`src/rtl/word_uart_tx.sv`:
```
// word_uart_tx: buffers 32-bit words, splits each into bytes (LSB first) and sends them as 8N1 frames.
// Pipeline: word FIFO -> byte separator (valid/ready) -> UART transmitter (ready/start).
module word_uart_tx #(
  parameter int CLKS_PER_BIT = 868,
  parameter int FIFO_DEPTH   = 4
) (
  input  logic        clk,
  input  logic        reset,
  input  logic [31:0] data_i,
  input  logic        valid_pulse_i,
  output logic        full_o,
  output logic        tx_o,
  output logic        busy_o
);

  localparam int PTR_W  = (FIFO_DEPTH > 1) ? $clog2(FIFO_DEPTH) : 1;
  localparam int PTR_W1 = PTR_W + 1;
  localparam int CNT_W  = (CLKS_PER_BIT > 1) ? $clog2(CLKS_PER_BIT) : 1;
  localparam logic [PTR_W:0]   DEPTH_C     = PTR_W1'(FIFO_DEPTH);
  localparam logic [CNT_W-1:0] BAUD_LAST_C = CNT_W'(CLKS_PER_BIT - 1);

  typedef enum logic [1:0] {SEP_IDLE, SEP_LOAD, SEP_SEND, SEP_WAIT} sep_state_t;
  typedef enum logic [1:0] {TX_IDLE, TX_START, TX_DATA, TX_STOP} tx_state_t;

  logic [31:0]      mem_r [FIFO_DEPTH];
  logic [PTR_W-1:0] wr_ptr_r, rd_ptr_r;
  logic [PTR_W:0]   count_r, count_next_s;
  logic             full_r, busy_r, tx_r;
  logic             push_s, pop_s, start_s, tx_ready_s, baud_done_s;

  sep_state_t       sep_state_r, sep_next_s;
  logic [31:0]      holder_r;
  logic [1:0]       idx_r;
  logic             seen_low_r;

  tx_state_t        tx_state_r, tx_next_s;
  logic [CNT_W-1:0] baud_r, baud_next_s;
  logic [2:0]       bit_r, bit_next_s;
  logic [7:0]       shreg_r;

  assign push_s      = valid_pulse_i & ~full_r;
  assign tx_ready_s  = (tx_state_r == TX_IDLE);
  assign baud_done_s = (baud_r == BAUD_LAST_C);

  assign full_o = full_r;
  assign busy_o = busy_r;
  assign tx_o   = tx_r;

  // FIFO occupancy after this edge's push/pop
  always_comb begin
    count_next_s = count_r;
    case ({push_s, pop_s})
      2'b10:   count_next_s = count_r + PTR_W1'(1);
      2'b01:   count_next_s = count_r - PTR_W1'(1);
      default: count_next_s = count_r;
    endcase
  end

  // FIFO storage; pointers guard every read so the array needs no reset
  always_ff @(posedge clk) begin
    if (push_s) begin
      mem_r[wr_ptr_r] <= data_i;
    end
  end

  // FIFO pointers and count
  always_ff @(posedge clk) begin
    if (reset) begin
      wr_ptr_r <= PTR_W'(0);
      rd_ptr_r <= PTR_W'(0);
      count_r  <= PTR_W1'(0);
    end else begin
      if (push_s) wr_ptr_r <= wr_ptr_r + PTR_W'(1);
      if (pop_s)  rd_ptr_r <= rd_ptr_r + PTR_W'(1);
      count_r <= count_next_s;
    end
  end

  // Separator next state; the head word is popped straight into the holder, so LOAD is never entered
  always_comb begin
    sep_next_s = sep_state_r;
    pop_s      = 1'b0;
    start_s    = 1'b0;
    case (sep_state_r)
      SEP_IDLE: begin
        if (count_r != PTR_W1'(0)) begin
          pop_s      = 1'b1;
          sep_next_s = SEP_SEND;
        end else begin
          sep_next_s = SEP_IDLE;
        end
      end
      SEP_SEND: begin
        if (tx_ready_s) begin
          start_s    = 1'b1;
          sep_next_s = SEP_WAIT;
        end else begin
          sep_next_s = SEP_SEND;
        end
      end
      SEP_WAIT: begin
        if (seen_low_r && tx_ready_s) begin
          sep_next_s = (idx_r == 2'd3) ? SEP_IDLE : SEP_SEND;
        end else begin
          sep_next_s = SEP_WAIT;
        end
      end
      SEP_LOAD: sep_next_s = SEP_IDLE;
      default:  sep_next_s = SEP_IDLE;
    endcase
  end

  // Separator registers: holder shifts right so the current byte is always holder_r[7:0]
  always_ff @(posedge clk) begin
    if (reset) begin
      sep_state_r <= SEP_IDLE;
      holder_r    <= 32'h0000_0000;
      idx_r       <= 2'd0;
      seen_low_r  <= 1'b0;
    end else begin
      sep_state_r <= sep_next_s;
      if (pop_s) begin
        holder_r <= mem_r[rd_ptr_r];
        idx_r    <= 2'd0;
      end else if (sep_state_r == SEP_WAIT && seen_low_r && tx_ready_s) begin
        holder_r <= holder_r >> 8;
        idx_r    <= idx_r + 2'd1;
      end
      if (start_s) begin
        seen_low_r <= 1'b0;
      end else if (sep_state_r == SEP_WAIT && !tx_ready_s) begin
        seen_low_r <= 1'b1;
      end
    end
  end

  // Transmitter next state and baud/bit counters
  always_comb begin
    tx_next_s   = tx_state_r;
    baud_next_s = baud_r;
    bit_next_s  = bit_r;
    case (tx_state_r)
      TX_IDLE: begin
        baud_next_s = CNT_W'(0);
        bit_next_s  = 3'd0;
        if (start_s) tx_next_s = TX_START;
        else         tx_next_s = TX_IDLE;
      end
      TX_START: begin
        if (baud_done_s) begin
          baud_next_s = CNT_W'(0);
          tx_next_s   = TX_DATA;
        end else begin
          baud_next_s = baud_r + CNT_W'(1);
        end
      end
      TX_DATA: begin
        if (baud_done_s) begin
          baud_next_s = CNT_W'(0);
          if (bit_r == 3'd7) begin
            bit_next_s = 3'd0;
            tx_next_s  = TX_STOP;
          end else begin
            bit_next_s = bit_r + 3'd1;
          end
        end else begin
          baud_next_s = baud_r + CNT_W'(1);
        end
      end
      TX_STOP: begin
        if (baud_done_s) begin
          baud_next_s = CNT_W'(0);
          tx_next_s   = TX_IDLE;
        end else begin
          baud_next_s = baud_r + CNT_W'(1);
        end
      end
      default: begin
        tx_next_s   = TX_IDLE;
        baud_next_s = CNT_W'(0);
        bit_next_s  = 3'd0;
      end
    endcase
  end

  // Transmitter registers; the line value follows the state one cycle later
  always_ff @(posedge clk) begin
    if (reset) begin
      tx_state_r <= TX_IDLE;
      baud_r     <= CNT_W'(0);
      bit_r      <= 3'd0;
      shreg_r    <= 8'h00;
      tx_r       <= 1'b1;
    end else begin
      tx_state_r <= tx_next_s;
      baud_r     <= baud_next_s;
      bit_r      <= bit_next_s;
      if (start_s) shreg_r <= holder_r[7:0];
      case (tx_state_r)
        TX_START: tx_r <= 1'b0;
        TX_DATA:  tx_r <= shreg_r[bit_r];
        default:  tx_r <= 1'b1;
      endcase
    end
  end

  // Status outputs registered from the post-edge state of every stage
  always_ff @(posedge clk) begin
    if (reset) begin
      full_r <= 1'b0;
      busy_r <= 1'b0;
    end else begin
      full_r <= (count_next_s == DEPTH_C);
      busy_r <= (count_next_s != PTR_W1'(0)) || (sep_next_s != SEP_IDLE) ||
                (tx_next_s != TX_IDLE);
    end
  end

endmodule

```
`config.mk`:
```
export PLATFORM = sky130hd
export DESIGN_NAME = word_uart_tx
export DESIGN_NICKNAME = d
export VERILOG_FILES = /design/src/rtl/word_uart_tx.sv
export SDC_FILE = /design/constraint.sdc
export NUM_CORES = 1
export LEC_CHECK = 0
export CORE_MARGIN = 2
export CORE_UTILIZATION = 45
export DETAILED_ROUTE_END_ITERATION = 8
export PLACE_DENSITY = 0.59
export SYNTH_ARGS = -nofsm -noshare
export SYNTH_HDL_FRONTEND = slang
export SYNTH_SLANG_ARGS = --single-unit
```
`constraint.sdc`:
```
create_clock -name clk -period 4.75 [get_ports clk]
set_input_delay 1.425 -clock clk [delete_from_list [all_inputs] [get_ports clk]]
set_output_delay 1.425 -clock clk [all_outputs]
set_load 0.01 [all_outputs]
```
==> metrics.txt <==
first-pass GRT wire length 22500 um; Area Overhead vs Synth 14.8%; core footprint 16600 sq um; Cell variety after synth 39; startpoint types input port; vias in the first global route 4185; Post-CTS Setup Inserts 0; most common cell in the synthesized netlist edfxtp_1; Synth warnings 0; post-placement worst setup slack 0.943 ns; Clk Latency, worst-skew pair 0.43 ns; pwr/cell area 540 nW/um^2; Avg Cell Area, Syn 15.3 sq um; Rows 47; Multi-input gate area 2180 sq um; Max Root-Sink Buffers 2; Hold Path Class register to register; Mapped Area 7660 sq um; Sw Ratio 30.4%; Die Height 134 um; Leak 2.90 nW; P_int 0.00331 W; DR iter-0 viols 336; share of flip-flops with an asynchronous set or reset 0%; Switch Pwr 0.00144 W; CTS Root Cell clkbuf_16; Initial Utilization 46.2%; IO Pins 38; Resized cells post-CTS 0; Post-Synthesis Cells 502; placed cell count 741; CP Data Required Time 5.11 ns; Hold WS 0.452 ns; initial antenna violation count 0; most common library cells after synthesis edfxtp_1, dfxtp_1, nand2_1, nor2_1, mux4_2; Seq pwr share 48.7%; slew margin rel. 40.8%; Clock Skew 0.00869 ns; reg-to-reg endpoint busy_o; final setup fails 0; reg2reg path depth 10; post-layout util 53.0%; grt ovf 0; Sink Count 200; final net count 585; first-pass detailed-route iteration total 5; Critical Path Fanout Max 8; Crit Path Category input port to register; DRC viols 0; CP Capture Type register; Fillers 1413; full die area 18100 sq um; worst IR drop on VDD 0.000309 V; largest net degree at the start of global routing 62; clock network power share 29.4%; fmax 299 MHz; FF/Latch Area 5290 sq um; CP arrival 3.70 ns; crit path time final 3.34 ns; GRT Util Overall 16.6%; EDFF count, synth 128; R2R setup slack 2.08 ns; Synth top area share 50.2%; Chip Width 134 um; #FFs+latches synth 200; dpl hpwl 8260 um; share of cells above drive strength 1 15.2%; Final WS setup 1.41 ns; clk slew on worst S/H paths 0.08 ns; PortBufs 37; Hold Buf Count CTS 0; hold path depth 2; Tcrit/Tclk final 70.3%; launch point of the critical path valid_pulse_i; Combinational Power Share 21.9%; via/cell ratio 5.33; MaxCap Viol Count 0; Least-Margin Pin Slew 0.888 ns; top cells by area, synth edfxtp_1, dfxtp_1, mux4_2, a22oi_1, nand2_1; final std cells w/o fill 773; post-synthesis sequential area ratio 69.0%; RSZ-0062 raised after global routing false; TNS Setup 0 ns; min-delay src holder_r[7]; placer congestion estimate 0.720; routed length per instance 17.7 um; ANT cells 0; vias post-DR 4117; htree depth 4; post-synth net total 547; Hold Vio Cnt, Final 0; Worst Hold Path EP shreg_r[7]; Synth Flop Type edfxtp_1; Routed WL 13700 um; CTS Buf Count 17; Pins Over Slew Limit 0; Antenna Nets Post-Route 0; largest area contributor in the netlist edfxtp_1; TritonCTS clock tree built; launch point of the worst reg-to-reg path count_r[0]; outcome complete, no violations
power groups by stage:
stage	clock network, W	logic (W)	registers, W
after floorplan	0	0.000845	0.00227
after global placement	0	0.00104	0.00235
after detailed placement	0	0.00106	0.00236
after CTS	0.00143	0.00106	0.00232
after global routing	0.00149	0.00117	0.00236
final	0.00139	0.00104	0.00231
layout by cell type, fill, tap and decap left out, drive strengths merged, types with 3 or more instances in the layout:
master         count
buf               10
clkinvlp           3
o32ai              3
xnor2              7
nand3              8
nor2              41
a211oi             6
mux2i              8
a22oi             27
nand4              3
edfxtp           128
ha                 9
clkbuf            17
dfxtp             72
xor2               9
clkdlybuf4s50     36
a21oi             31
nor3               5
nor2b              3
and2               6
mux4              34
inv               23
nand2             42
and3               4
per-stage QoR:
| step | cell area [sq um] | power [W] |
|---|---|---|
| after floorplan | 7660 | 0.00311 |
| after global placement | 8220 | 0.00339 |
| after detailed placement | 8220 | 0.00341 |
| after CTS | 8790 | 0.00481 |
| after global routing | 8790 | 0.00501 |
| final | 8790 | 0.00475 |
registers in the layout (all words and copies together) (netlist names), named ones only:
| register | count |
|---|---|
| mem_r | 128 |
| holder_r | 32 |
| baud_r | 10 |
| shreg_r | 8 |
| bit_r | 3 |
| count_r | 3 |
| idx_r | 2 |
| rd_ptr_r | 2 |
| sep_state_r | 2 |
| tx_state_r | 2 |
| wr_ptr_r | 2 |
| busy_o | 1 |
| full_o | 1 |
| seen_low_r | 1 |
| tx_o | 1 |
worst max-delay path, cell delays in order:
cell             delay, ns
clkdlybuf4s50_1       0.45
nor2b_1               0.42
inv_1                 0.09
ha_1                  0.23
inv_1                 0.07
fa_1                  0.40
nor2b_1               0.15
mux2i_1               0.19
nor3_1                0.07
a41oi_1               0.21
worst max-delay path by stage:
stage / endpoint
final: busy_o
after global placement: busy_o
after CTS: busy_o
after global routing: busy_o
after floorplan: busy_o
after detailed placement: busy_o
layout make-up:
| type | instances | share of cell area (%) |
|---|---|---|
| Sequential cell | 200 | 60.2 |
| Tap cell | 220 | 3.13 |
| Timing Repair Buffer | 46 | 4.93 |
| Clock buffer | 17 | 4.84 |
| Multi-Input combinational cell | 262 | 24.8 |
| Inverter | 13 | 0.555 |
| Clock inverter | 15 | 1.64 |
cells by family after synthesis:
logic type | count (synthesis) | share of synthesized area [%]
xor+xnor | 16 | 1.83
fa+ha+maj | 10 | 1.73
mux | 42 | 11.0
simple gates | 120 | 7.39
buf+inv | 40 | 2.55
flops | 200 | 69.0
compound gates | 74 | 6.42
routing by layer:
metal  wire length (um)  track usage (%)
met5                  0                0
met4                146             5.20
met1               6190             21.3
met3                441             4.54
met2               6890             27.4
(Power assumes the default switching activity.)
==> RTL change 1 (config.mk and constraints unchanged) <==
`CLKS_PER_BIT`: 868 -> 434.
--- a/src/rtl/word_uart_tx.sv
+++ b/src/rtl/word_uart_tx.sv
@@ -1,7 +1,7 @@
 // word_uart_tx: buffers 32-bit words, splits each into bytes (LSB first) and sends them as 8N1 frames.
 // Pipeline: word FIFO -> byte separator (valid/ready) -> UART transmitter (ready/start).
 module word_uart_tx #(
-  parameter int CLKS_PER_BIT = 868,
+  parameter int CLKS_PER_BIT = 434,
   parameter int FIFO_DEPTH   = 4
 ) (
   input  logic        clk,
Behaviour: same outputs for any inputs over 10 cycles, from zero or initial values and one cycle with reset high; that may be too few to reach the edited logic, so the function may still have changed.
==> RTL change 1 against the unedited design <==
  * Synthesized area fell by 0.70%
  * Design area fell by 0.56%
  * Core utilization fell by 0.11 points
  * First-iteration DRC count fell by 34%
  * Routed wire length fell by 0.20%
  * Hold slack improved by 0.0026 ns
  * Die area fell by 0.68%
  * Total power rose by 3.1%
  * Sequential cell count fell by 1
  * Count of clock-buffer cells in the layout did not move
  * Cell count fell by 0.65%
  * Worst setup slack improved by 0.16 ns
  * Critical endpoint unchanged
  * Largest cell class unchanged
==> RTL change 1: results (changes against the unedited design) <==
power_and_ir_drop:
  swShare: 0.3145  # was 0.3036
drt:
  drt-pass1-iter-count: 4  # was 5
  wl_met1_um: 6068  # was 6191 µm
  drt_iter0_drc: 222  # was 336
  vias_per_cell: 5.327  # was 5.326
  dr_wl_met2_um: 6935  # was 6888 µm
  drt_wl_total_um: 13640  # was 13670 µm
finish:
  nets: 581  # was 585
  drive_gt1_frac: 0.1478  # was 0.1519
  reg_top3: "mem_r x128, holder_r x32, baud_r x9"  # was mem_r x128, holder_r x32, baud_r x10
grt:
  grt_pass1_wl_um: 22490  # was 22470 µm
  grt_pass1_vias: 4188  # was 4185
  grt_use_total: 0.1673  # was 0.1655
placement:
  placed_cell_area_um2: 8145  # was 8219 µm²
  routabilityCongestion: 0.7102  # was 0.7202
  dp_cells: 736  # was 741
  place_ws_ns: 1.114  # was 0.9430 ns
timing:
  holdWs_ns: 0.4550  # was 0.4525 ns
  skew_ns: 0.01094  # was 0.008690 ns
worst_setup_path:
  critical-path-top-delay-family: "buffers and inverters"  # was simple AND/OR/NAND/NOR gates
  r2r_setup_slack_ns: 2.24  # was 2.08 ns
  crit_arrival_ns: 3.47  # was 3.70 ns
  reg2reg_from: "sep_state_r[1]"  # was count_r[0]
synth:
  synth_nets: 544  # was 547
  synthAdderAreaFrac: 0.01909  # was 0.01732
  yosysSeqAreaShare: 0.6926  # was 0.6903
  synthTopCellsByArea: "edfxtp_1 (51%), dfxtp_1 (19%), mux4_2 (10%), a22oi_1 (2.7%), a21oi_1 (2.6%)"  # was edfxtp_1 (50%), dfxtp_1 (19%), mux4_2 (10%), a22oi_1 (2.6%), nand2_1 (2.1%)
worst_hold_path:
  hold_end: "holder_r[13]"  # was shreg_r[7]
  worstHoldStart: "holder_r[13]"  # was holder_r[7]
outcome:
  outcome: "complete, no violations"  # unchanged
[RTL change 1: logic make-up after synthesis]
| group | Yosys count |
|---|---|
| AO/OA/AOI/OAI | 82 |
| buffers and inverters | 36 |
| flip-flops | 199 |
| XOR/XNOR | 13 |
| AND/OR/NAND/NOR | 116 |
| multiplexers | 41 |
| adder cells (fa/ha/maj) | 11 |
[RTL change 1: area by class of cell]
cell class / count / area [µm²]
sequential: 199 / 5266
fill: 1339 / 7785
clock buffer: 17 / 425.4
tap: 220 / 275.3
clock inverter: 15 / 168.9
timing repair buffer: 45 / 425.4
inverter: 9 / 33.78
multi-input combinational: 263 / 2145
[RTL change 1: worst max-delay path by stage]
stage                       start      to  slack (ns)  depth (start not counted)
global route        valid_pulse_i  busy_o        1.43                         10
floorplan           valid_pulse_i  busy_o        1.75                         10
finish              valid_pulse_i  busy_o        1.57                         10
global placement    valid_pulse_i  busy_o        1.22                         10
CTS                 valid_pulse_i  busy_o        1.57                         10
detailed placement  valid_pulse_i  busy_o        1.11                         10
[RTL change 1: metal layers]
layer,GRT usage,up-vias
met5,0,-
met4,0.06206,0
met3,0.04119,13
met2,0.2781,75
met1,0.2142,2045
li1,-,1958
[RTL change 1: power groups by stage]
stage | sequential (mW) | clock, mW | combinational [mW]
floorplan | 2.27 | 0 | 0.949
global placement | 2.34 | 0 | 1.15
detailed placement | 2.35 | 0 | 1.19
CTS | 2.31 | 1.46 | 1.19
global route | 2.34 | 1.53 | 1.30
finish | 2.31 | 1.42 | 1.17
[RTL change 1: worst register-to-register path: cells and delay by family, from the launching register on]
family | cells | cell delay (ns)
adder cells (fa/ha/maj) | 2 | 0.56
XOR/XNOR | 2 | 0.37
buffers and inverters | 2 | 0.23
AO/OA/AOI/OAI | 1 | 0.14
AND/OR/NAND/NOR | 3 | 0.68
flip-flops | 1 | 0.39
==> RTL change 2 (same settings) <==
Without the edit above. Encoding of `sep_state_t`: now one-hot (4 bits for 4 states).
--- a/src/rtl/word_uart_tx.sv
+++ b/src/rtl/word_uart_tx.sv
@@ -19,7 +19,7 @@
   localparam logic [PTR_W:0]   DEPTH_C     = PTR_W1'(FIFO_DEPTH);
   localparam logic [CNT_W-1:0] BAUD_LAST_C = CNT_W'(CLKS_PER_BIT - 1);
 
-  typedef enum logic [1:0] {SEP_IDLE, SEP_LOAD, SEP_SEND, SEP_WAIT} sep_state_t;
+  typedef enum logic [3:0] {SEP_IDLE = 4'b0001, SEP_LOAD = 4'b0010, SEP_SEND = 4'b0100, SEP_WAIT = 4'b1000} sep_state_t;
   typedef enum logic [1:0] {TX_IDLE, TX_START, TX_DATA, TX_STOP} tx_state_t;
 
   logic [31:0]      mem_r [FIFO_DEPTH];
Behaviour: no difference found for any inputs over 10 cycles, from zero or initial values and one cycle with reset high; not proved beyond that.
==> RTL change 2 against the unedited design <==
  * Design area up 3.1%
  * Total power up 6.5%
  * Sequential cell count up 1
  * Worst setup slack worse by 0.092 ns
  * Global-route usage about the same
  * Routed wire length up 5.5%
  * Register-to-register slack worse by 0.76 ns
  * Synthesized area up 2.5%
  * Critical endpoint is now full_o
  * Largest cell class unchanged
==> RTL change 2: results (changes against the unedited design) <==
outcome:
  outcome: "complete, no violations"  # unchanged
drt:
  wl_met1_um: 6412  # was 6191 µm
  drt_wl_total_um: 14420  # was 13670 µm
  met3_length_um: 393  # was 441 µm
  drt_iter0_drc: 325  # was 336
  dr_wl_met2_um: 7324  # was 6888 µm
  wl_per_cell_um: 17.87  # was 17.68 µm
  vias: 4281  # was 4117
finish:
  fillers: 1462  # was 1413
  nets: 611  # was 585
  drive_gt1_frac: 0.1598  # was 0.1519
  multi_input_area_um2: 2330  # was 2176 µm²
grt:
  grt_use_total: 0.1654  # was 0.1655
  grt_pass1_wl_um: 23870  # was 22470 µm
  grt_util_met3: 0.02983  # was 0.04535
  grt_pass1_vias: 4541  # was 4185
clocking:
  clk_latency_ns: 0.51  # was 0.43 ns
  clk_pin_slew_ns: 0.06  # was 0.08 ns
  cts_buffer_depth: 3  # was 2
  cts_made_buffers: 22  # was 17
timing:
  tightestPinTransition_ns: 0.9997  # was 0.8879 ns
power_and_ir_drop:
  seqPwrFrac: 0.462  # was 0.487
  ir_drop_uv: 388.3  # was 309.1 µV
  powerClk_mw: 1.59  # was 1.39 mW
  internal_power_mw: 3.603  # was 3.307 mW
placement:
  hpwlAfterDp_um: 8631  # was 8257 µm
  routabilityCongestion: 0.7374  # was 0.7202
  placed_cell_area_um2: 8384  # was 8219 µm²
  place_ws_ns: 0.8726  # was 0.9430 ns
  dp_cells: 767  # was 741
synth:
  yosysSeqAreaShare: 0.6758  # was 0.6903
  ys_seq_elements: 201  # was 200
  synthTopCellsByArea: "edfxtp_1 (49%), dfxtp_1 (19%), mux4_2 (9.8%), nand2_1 (2.4%), nor2_1 (2.4%)"  # was edfxtp_1 (50%), dfxtp_1 (19%), mux4_2 (10%), a22oi_1 (2.6%), nand2_1 (2.1%)
  synth_nets: 573  # was 547
worst_setup_path:
  cp_max_fo: 32  # was 8
  max_stage_delay_ns: 0.56  # was 0.45 ns
  crit_arrival_ns: 3.85  # was 3.70 ns
RTL change 2: kinds of logic (layout without fill, tap and decap cells):
family	after synthesis	after routing	share of synthesized area
XOR/XNOR	16	16	0.01785
buffers and inverters	43	97	0.02741
AND/OR/NAND/NOR	152	152	0.09053
flip-flops	201	201	0.6758
AO/OA/AOI/OAI	69	69	0.06997
adder cells (fa/ha/maj)	10	10	0.01690
multiplexers	37	37	0.1015
RTL change 2: final cells by class:
cell class	instances	area share
tap	225	0.03106
timing repair buffer	44	0.04611
clock buffer	32	0.06599
sequential	201	0.5855
multi-input combinational	284	0.2571
clock inverter	8	0.008836
inverter	13	0.005385
RTL change 2: path summary, 6_finish.rpt:
check	start	end	slack [ns]	cells after the start
min	holder_r[9]	holder_r[9]	0.45	2
max reg2reg	sep_state_r[0]	full_o	1.32	10
max	sep_state_r[0]	full_o	1.32	10
min reg2reg	holder_r[9]	holder_r[9]	0.45	2
